<file path="src/rtl/systolic_skew_feeder_pkg.sv">
// Shared types and packing helpers for the systolic operand skew feeder.
package systolic_pkg;

    typedef enum logic [2:0] {
        ST_IDLE  = 3'd0,
        ST_LOAD  = 3'd1,
        ST_FEED  = 3'd2,
        ST_DRAIN = 3'd3,
        ST_FIN   = 3'd4
    } state_t;

    function automatic int unsigned feed_len(input int unsigned n);
        return 2 * n - 1;
    endfunction

    function automatic int unsigned cnt_w(input int unsigned n);
        return $clog2(2 * n);
    endfunction

    // LSB of A element (r,k) in the row-major packed matrix
    function automatic int unsigned a_elem_lsb(input int unsigned n, input int unsigned w,
                                               input int unsigned r, input int unsigned k);
        return (n * n - 1 - (r * n + k)) * w;
    endfunction

    // LSB of B element (k,c) in the column-major packed matrix
    function automatic int unsigned b_elem_lsb(input int unsigned n, input int unsigned w,
                                               input int unsigned k, input int unsigned c);
        return (n * n - 1 - (c * n + k)) * w;
    endfunction

endpackage

</file>
<file path="src/rtl/systolic_skew_feeder_skew_lane_sel.sv">
// One skewed lane: picks element (t - LANE) of a captured row/column, or padding.
module skew_lane_sel
    import systolic_pkg::*;
#(
    parameter int unsigned WIDTH = 4,
    parameter int unsigned N     = 3,
    parameter int unsigned LANE  = 0
) (
    input  logic [cnt_w(N)-1:0] t,
    input  logic [N*WIDTH-1:0]  vec,
    output logic                valid,
    output logic [WIDTH-1:0]    elem
);

    localparam int unsigned CNT_W = cnt_w(N);

    always_comb begin
        valid = 1'b0;
        elem  = '0;
        for (int unsigned k = 0; k < N; k++) begin
            if (t == CNT_W'(LANE + k)) begin
                valid = 1'b1;
                elem  = vec[(N-1-k)*WIDTH +: WIDTH];
            end
        end
    end

endmodule

</file>
<file path="src/rtl/systolic_skew_feeder.sv">
// N x N operand feeder: captures A/B on START and streams them diagonally skewed into the PE array.
module systolic_skew_feeder
    import systolic_pkg::*;
#(
    parameter int unsigned WIDTH        = 4,
    parameter int unsigned N            = 3,
    parameter int unsigned DRAIN_CYCLES = N
) (
    input  logic                 CLK,
    input  logic                 RST_N,
    input  logic                 START,
    input  logic                 STALL,
    input  logic [N*N*WIDTH-1:0] A_IN,
    input  logic [N*N*WIDTH-1:0] B_IN,
    output logic [N*WIDTH-1:0]   A_OUT,
    output logic [N*WIDTH-1:0]   B_OUT,
    output logic [N-1:0]         A_VALID,
    output logic [N-1:0]         B_VALID,
    output logic                 CLEAR,
    output logic                 BUSY,
    output logic                 DONE
);

    localparam int unsigned FEED_LEN = feed_len(N);
    localparam int unsigned CNT_W    = cnt_w(N);
    localparam int unsigned DRN_W    = $clog2(DRAIN_CYCLES + 1);

    state_t               state;
    logic [CNT_W-1:0]     step;
    logic [CNT_W-1:0]     t_next;
    logic [DRN_W-1:0]     drain_cnt;
    logic [N*N*WIDTH-1:0] a_cap;
    logic [N*N*WIDTH-1:0] b_cap;
    logic [N*WIDTH-1:0]   a_nxt;
    logic [N*WIDTH-1:0]   b_nxt;
    logic [N-1:0]         a_v_nxt;
    logic [N-1:0]         b_v_nxt;
    logic                 accept;

    assign accept = START && (state == ST_IDLE || state == ST_FIN);

    // Lanes are computed for the step about to be shown, so outputs can stay registered
    assign t_next = (state == ST_LOAD) ? '0 : step + 1'b1;

    for (genvar g = 0; g < N; g++) begin : g_lane
        skew_lane_sel #(.WIDTH(WIDTH), .N(N), .LANE(g)) u_a_sel (
            .t     (t_next),
            .vec   (a_cap[a_elem_lsb(N, WIDTH, g, N-1) +: N*WIDTH]),
            .valid (a_v_nxt[g]),
            .elem  (a_nxt[(N-1-g)*WIDTH +: WIDTH])
        );
        skew_lane_sel #(.WIDTH(WIDTH), .N(N), .LANE(g)) u_b_sel (
            .t     (t_next),
            .vec   (b_cap[b_elem_lsb(N, WIDTH, N-1, g) +: N*WIDTH]),
            .valid (b_v_nxt[g]),
            .elem  (b_nxt[(N-1-g)*WIDTH +: WIDTH])
        );
    end

    always_ff @(posedge CLK or negedge RST_N) begin
        if (!RST_N) begin
            state     <= ST_IDLE;
            step      <= '0;
            drain_cnt <= '0;
            a_cap     <= '0;
            b_cap     <= '0;
            A_OUT     <= '0;
            B_OUT     <= '0;
            A_VALID   <= '0;
            B_VALID   <= '0;
            CLEAR     <= 1'b0;
            BUSY      <= 1'b0;
            DONE      <= 1'b0;
        end else begin
            CLEAR <= 1'b0;
            DONE  <= 1'b0;
            if (accept) begin
                state <= ST_LOAD;
                step  <= '0;
                a_cap <= A_IN;
                b_cap <= B_IN;
                CLEAR <= 1'b1;
                BUSY  <= 1'b1;
            end else begin
                case (state)
                    ST_LOAD: begin
                        state   <= ST_FEED;
                        step    <= '0;
                        A_OUT   <= a_nxt;
                        B_OUT   <= b_nxt;
                        A_VALID <= a_v_nxt;
                        B_VALID <= b_v_nxt;
                    end
                    ST_FEED: begin
                        if (!STALL) begin
                            if (step == CNT_W'(FEED_LEN - 1)) begin
                                state     <= ST_DRAIN;
                                drain_cnt <= '0;
                                A_OUT     <= '0;
                                B_OUT     <= '0;
                                A_VALID   <= '0;
                                B_VALID   <= '0;
                            end else begin
                                step    <= t_next;
                                A_OUT   <= a_nxt;
                                B_OUT   <= b_nxt;
                                A_VALID <= a_v_nxt;
                                B_VALID <= b_v_nxt;
                            end
                        end
                    end
                    ST_DRAIN: begin
                        if (!STALL) begin
                            if (drain_cnt == DRN_W'(DRAIN_CYCLES - 1)) begin
                                state <= ST_FIN;
                                BUSY  <= 1'b0;
                                DONE  <= 1'b1;
                            end else begin
                                drain_cnt <= drain_cnt + 1'b1;
                            end
                        end
                    end
                    ST_FIN:  state <= ST_IDLE;
                    ST_IDLE: state <= ST_IDLE;
                    default: state <= ST_IDLE;
                endcase
            end
        end
    end

endmodule

</file>
<file path="config.mk">
export PLATFORM = sky130hd
export DESIGN_NAME = systolic_skew_feeder
export DESIGN_NICKNAME = d
export VERILOG_FILES = /design/src/rtl/systolic_skew_feeder_pkg.sv /design/src/rtl/systolic_skew_feeder_skew_lane_sel.sv /design/src/rtl/systolic_skew_feeder.sv
export SDC_FILE = /design/constraint.sdc
export NUM_CORES = 1
export LEC_CHECK = 0
export CELL_PAD_IN_SITES_DETAIL_PLACEMENT = 0
export CELL_PAD_IN_SITES_GLOBAL_PLACEMENT = 1
export CORE_UTILIZATION = 40
export DETAILED_ROUTE_END_ITERATION = 12
export GPL_TIMING_DRIVEN = 0
export HOLD_SLACK_MARGIN = 0.08
export PLACE_DENSITY_LB_ADDON = 0.1
export SLEW_MARGIN = 5
export SYNTH_ARGS = -nofsm -noshare
export SYNTH_HDL_FRONTEND = slang
export SYNTH_SLANG_ARGS = --single-unit
</file>
<file path="constraint.sdc">
create_clock -name CLK -period 3 [get_ports CLK]
set_input_delay 0.75 -clock CLK [delete_from_list [all_inputs] [get_ports CLK]]
set_output_delay 0.75 -clock CLK [all_outputs]
set_load 0.05 [all_outputs]
</file>
# Word level (Yosys, flattened, before mapping)
# Index checks and enable logic that the tools add are counted.
[word_totals]
register_bits = 110
in_bits = 76
out_inout_bits = 33
word_cells = 109
[classes]
addsub = 2
n_eq_ne = 20
n_mux = 61
n_bitwise = 1
n_reduce_logical = 14
[ops]
columns = ["op", "n"]
rows = [
  ["2-to-1 mux 4 bit", 18],
  ["2-to-1 mux 12 bit", 4],
  ["one-hot mux 12 bit (2 select lines)", 2],
  ["2-to-1 mux 3 bit", 11],
  ["2-to-1 mux 1 bit", 18],
  ["inequality test 3 bit, second input constant", 5],
  ["== test 3 x 2 -> 1 bit, second input constant", 4],
  ["one-hot mux 3 bit (2 select lines)", 2],
  ["== test 3 bit, second input constant", 3],
  ["one-hot mux 3 bit (3 select lines)", 1],
  ["AND reduction 3 bit", 3],
  ["2-to-1 mux 2 bit", 4],
  ["inequality test 2 bit, second input constant", 4],
  ["nonzero test 2 bit", 4],
  ["== test 3 x 1 -> 1 bit, second input constant", 2],
  ["logical NOT 3 bit", 2],
  ["AND reduction 6 bit", 1],
  ["one-hot mux 2 bit (2 select lines)", 1],
  ["AND reduction 4 bit", 1],
  ["adder 3 x 1 -> 3 bit, second input constant", 1],
  ["nonzero test 3 bit", 1],
  ["adder 2 x 1 -> 2 bit, second input constant", 1],
  ["== test 2 bit, second input constant", 1],
  ["inequality test 2 x 1 -> 1 bit, second input constant", 1],
  ["3 further kinds", 3],
]

# Depth between registers and ports, before layout
[depth]
word_depth = 9
ltp_mapped = 8
depth_no_buf = 6

# By module
# A second synthesis with hierarchy kept.
[unflattened]
cells_unflattened = 374
hier_area_um2 = 5106.1
[by_module_without_submodules]
columns = ["mod", "instances", "cells_per_inst", "area_per_inst_um2", "seq_area_each_um2"]
rows = [
  ["systolic_skew_feeder", 1, 286, 4390.5, 2827.7],
  ["skew_lane_sel (g_lane[0].u_a_sel ...)", 2, 16, 126.4, 0.0],
  ["skew_lane_sel (g_lane[2].u_a_sel ...)", 2, 12, 117.6, 0.0],
  ["skew_lane_sel (g_lane[1].u_a_sel ...)", 2, 16, 113.9, 0.0],
]

# Least setup slack after synthesis
# Ideal clock, no wire load.
[synth_path]
path_kind = "register to register"
startpoint = "register step[0]"
endpoint = "register A_OUT[9]"
arrival_ns = 2.078
required_ns = 2.913
path_slack_ns = 0.834
stages_incl_launch_ff = 7
path_buffers = 1
synth_period_minus_slack_ns = 2.166
cell_sequence = "dfrtp_1 > clkinv_1 > clkbuf_1 > ha_1 > nor4_2 > a2bb2oi_1 > a22oi_1"
[synth_between]
elab_chain_len = 9
word_cells_on_any_way = 12
[synth_rtl]
columns = ["item", "line_no", "rtl"]
rows = [
  ["start, declared", "systolic_skew_feeder.sv:29", "logic [CNT_W-1:0] step;"],
  ["start signal, assigned", "systolic_skew_feeder.sv:104", "step <= t_next;"],
  ["adder 3 x 1 -> 3 bit", "systolic_skew_feeder.sv:43", "assign t_next = (state == ST_LOAD) ? '0 : step + 1'b1;"],
  ["2-to-1 mux 3 bit", "systolic_skew_feeder.sv:43", ""],
  ["logical NOT 3 bit", "systolic_skew_feeder_skew_lane_sel.sv:21", "if (t == CNT_W'(LANE + k)) begin"],
  ["2-to-1 mux 4 bit (3 in a row)", "systolic_skew_feeder_skew_lane_sel.sv:21", ""],
  ["2-to-1 mux 12 bit", "systolic_skew_feeder.sv:96", "if (step == CNT_W'(FEED_LEN - 1)) begin"],
  ["2-to-1 mux 12 bit", "systolic_skew_feeder.sv:95", "if (!STALL) begin"],
  ["one-hot mux 12 bit (2 select lines) *", "systolic_skew_feeder.sv:85", "case (state)"],
  ["end signal, assigned", "systolic_skew_feeder.sv:89", "A_OUT <= a_nxt;"],
  ["end signal, assigned", "systolic_skew_feeder.sv:105", "A_OUT <= a_nxt;"],
  ["end, declared", "systolic_skew_feeder.sv:15", "output logic [N*WIDTH-1:0] A_OUT,"],
]
# Mark *: on every way between the ends. The rest lies on a longest branch, timed or not. The select of a mux whose other input is x is not followed.
# A chain may end at the register's enable or synchronous reset.

# Worst setup path in the final report
# Same ends and word-level chain as after synthesis.

==> flow_metrics.tcl <==
set metrics [dict create \
    status "completed" \
    holdWs_ns 0.3577 \
    r2r_cells 6 \
    r2r_start "step[0]$_DFFE_PN0P_" \
    postSynthCellCount 406 \
    top_layer "met4" \
    power_density_nw_per_um2 1088 \
    grt_max_degree 57 \
    critical_path_buf_inv_count 2 \
    clkTransAtPathRegs_ns 0.07 \
    pre_cts_slack_ns -0.2474 \
    synthesis.nets 485 \
    wl_per_cell_um 17.28 \
    path_max_fanout 10 \
    drt-vias-per-instance 5.246 \
    cts-root-buf "clkbuf_16" \
    cellLeakagePower_nw 2.847 \
    period_share 0.8887 \
    grt_antenna_before_repair 0 \
    synth_warnings 0 \
    wirelength_um 12090 \
    met1Wirelength_um 5450 \
    final-hold-violation-count 0 \
    num_vias 3672 \
    synth_area_per_cell_um2 12.32 \
    fp.dieW_um 113.8 \
    cts_tree "built" \
    area_growth_pct 32.91 \
    synth_edf_count 0 \
    switching_share 0.4004 \
    crit_start "step[0]$_DFFE_PN0P_" \
    grt_pass1_wl_um 19810 \
    dieArea_um2 12960 \
    cts_buffers 9 \
    gp_congestion 0.7443 \
    drive_gt1_frac 0.2387 \
    grt_overflow 0 \
    drc 0 \
    fmax_mhz 375.1 \
    synth_top_area_frac 0.5501 \
    htree_levels 3 \
    yosys.area.top_type "dfrtp_1" \
    async_flop_share 1.000 \
    period_minus_slack_ns 2.666 \
    hold_class "in -> async" \
    pwr-share-comb 0.478 \
    port_buffers 108 \
    tightest_slew_ns 0.6271 \
    rr_endpoint "A_OUT[9]$_DFFE_PN0P_" \
    rrSetupSlack_ns 0.33 \
    num_rows 40 \
    yosys-top-cells-count "110 x dfrtp_1, 73 x mux2_2, 38 x nand2_1" \
    first_iter_violations 197 \
    io_pins 109 \
    relSlewSlack 0.5804 \
    synthTopCellsByArea "dfrtp_1 55%, mux2_2 16%, nand2_1 2.9%" \
    antenna_cells 0 \
    setup_viol 0 \
    power.internal_mw 4.339 \
    wl_met3_um 668 \
    switching_power_mw 2.897 \
    postRouteAntennaNets 0 \
    clock_path_buffers 2 \
    cp-end-kind "flop" \
    rsz0062_at_grt "no" \
    synthesis.area_um2 5004 \
    fin_skew_ns 0.008145 \
    cp_slowest_stage_delay_ns 0.62 \
    tns_ns 0 \
    grtUsageTotal 0.2022 \
    dr.pass1.iters 4 \
    yosysMostFrequentCell "dfrtp_1" \
    ys_seq_elements 110 \
    die_y_um 113.8 \
    clk_latency_ns 0.35 \
    nFillCells 1083 \
    ir_drop_v 0.0005240 \
    coreArea_um2 12110 \
    setup_ws_ns 0.3338 \
    synth-main-ff-cell "dfrtp_1" \
    crit_slowest_cell "nor4_4" \
    p_clk_frac 0.170 \
    place_hpwl_um 8466 \
    critPathKind "reg -> reg" \
    drv_slew 0 \
    maxCapViolCount 0 \
    cts.sinks 110 \
    cp_data_arrival_time_ns 2.93 \
    nets 606 \
    yosysUniqueCellTypes 50 \
    postLayoutCoreUtil 0.5491 \
    cp.required_ns 3.26 \
    grt_pass1_vias 3832 \
    share_seq_of_total_power 0.352 \
    critPathLaunchType "flop" \
    path_cells "clkinv_2 -> clkbuf_1 -> ha_1 -> nor4_4 -> a2bb2oi_1 -> a22oi_1" \
    start_util 0.4131 \
    cts_hold_buf 0 \
    yosysSeqAreaShare 0.5501 \
    crit_family "simple AND/OR/NAND/NOR gates" \
    met2_length_um 5842 \
]
==> registers in the layout (all words and copies together) (netlist names) <==
signal,count
b_cap,36
state,3
CLEAR,1
step,3
A_OUT,12
B_OUT,12
BUSY,1
a_cap,36
B_VALID,3
DONE,1
drain_cnt,2
==> stage by stage <==
stage          instance area [µm²]  std cells  total power, mW
4_1_cts                       6643        699            7.310
2_1_floorplan                 5004        406            4.970
3_5_place_dp                  6324        683            6.033
3_3_place_gp                  6295        682            5.948
6_report                      6650        700            7.236
5_1_grt                       6650        700            7.741
==> per-layer routing <==
metal	global-route usage	up-vias
met5	0	-
met4	0.07013	0
met3	0.05154	10
met2	0.3293	102
met1	0.2625	1830
li1	-	1730
==> layout by cell type (no fill, tap or decap), types with 10 or more instances in the layout <==
master / synthesis / layout
nand2_1: 38 / 38
mux2_2: 73 / 73
dfrtp_1: 110 / 110
a21o_1: 10 / 10
buf_2: 14 / 14
nor2_1: 21 / 21
clkdlybuf4s50_1: 0 / 107
o21ai_0: 25 / 25
==> timing repair <==
item,CTS,global route
gates resized for setup,3,0
endpoints found under the setup margin,8,8
setup buffers,0,1
pin swaps,1,1
==> power groups by stage <==
stage          registers [mW]  clock network (mW)  logic [mW]
2_1_floorplan            2.86                   0        2.11
3_3_place_gp             2.56                   0        3.39
3_5_place_dp             2.57                   0        3.46
4_1_cts                  2.55                1.27        3.49
5_1_grt                  2.65                1.33        3.76
6_report                 2.55                1.23        3.46
==> how the worst max path moves through the flow <==
stage	to	depth (start not counted)
CTS	A_OUT[9]$_DFFE_PN0P_	7
global route	A_OUT[8]$_DFFE_PN0P_	6
finish	A_OUT[9]$_DFFE_PN0P_	6
detailed placement	A_OUT[9]$_DFFE_PN0P_	7
floorplan	A_OUT[9]$_DFFE_PN0P_	6
global placement	b_cap[19]$_DFFE_PN0P_	1
==> cell families after synthesis <==
| logic type | share of synthesized area |
|---|---|
| compound gates | 0.1473 |
| xor+xnor | 0.003502 |
| fa+ha+maj | 0.007503 |
| buf+inv | 0.03051 |
| flops | 0.5501 |
| mux | 0.1823 |
| simple gates | 0.07877 |
==> worst reg2reg max path, cell delays in order (launching register included) <==
cell	delay [ns]
dfrtp_1	0.52
clkinv_2	0.27
clkbuf_1	0.35
ha_1	0.49
nor4_4	0.62
a2bb2oi_1	0.14
a22oi_1	0.20
==> area by class of cell <==
class,count,area (µm²),share of cell area
inverters,5,20.02,0.003010
clock inverters,5,65.06,0.009784
well taps,168,210.2,0.03161
multi-input cells,266,2107,0.3168
clock buffers,11,242.7,0.03650
repair buffers,110,1117,0.1680
flip-flops and latches,110,2753,0.4139
plain buffers,25,135.1,0.02032
Note: power is estimated with default switching activity, not from simulation.
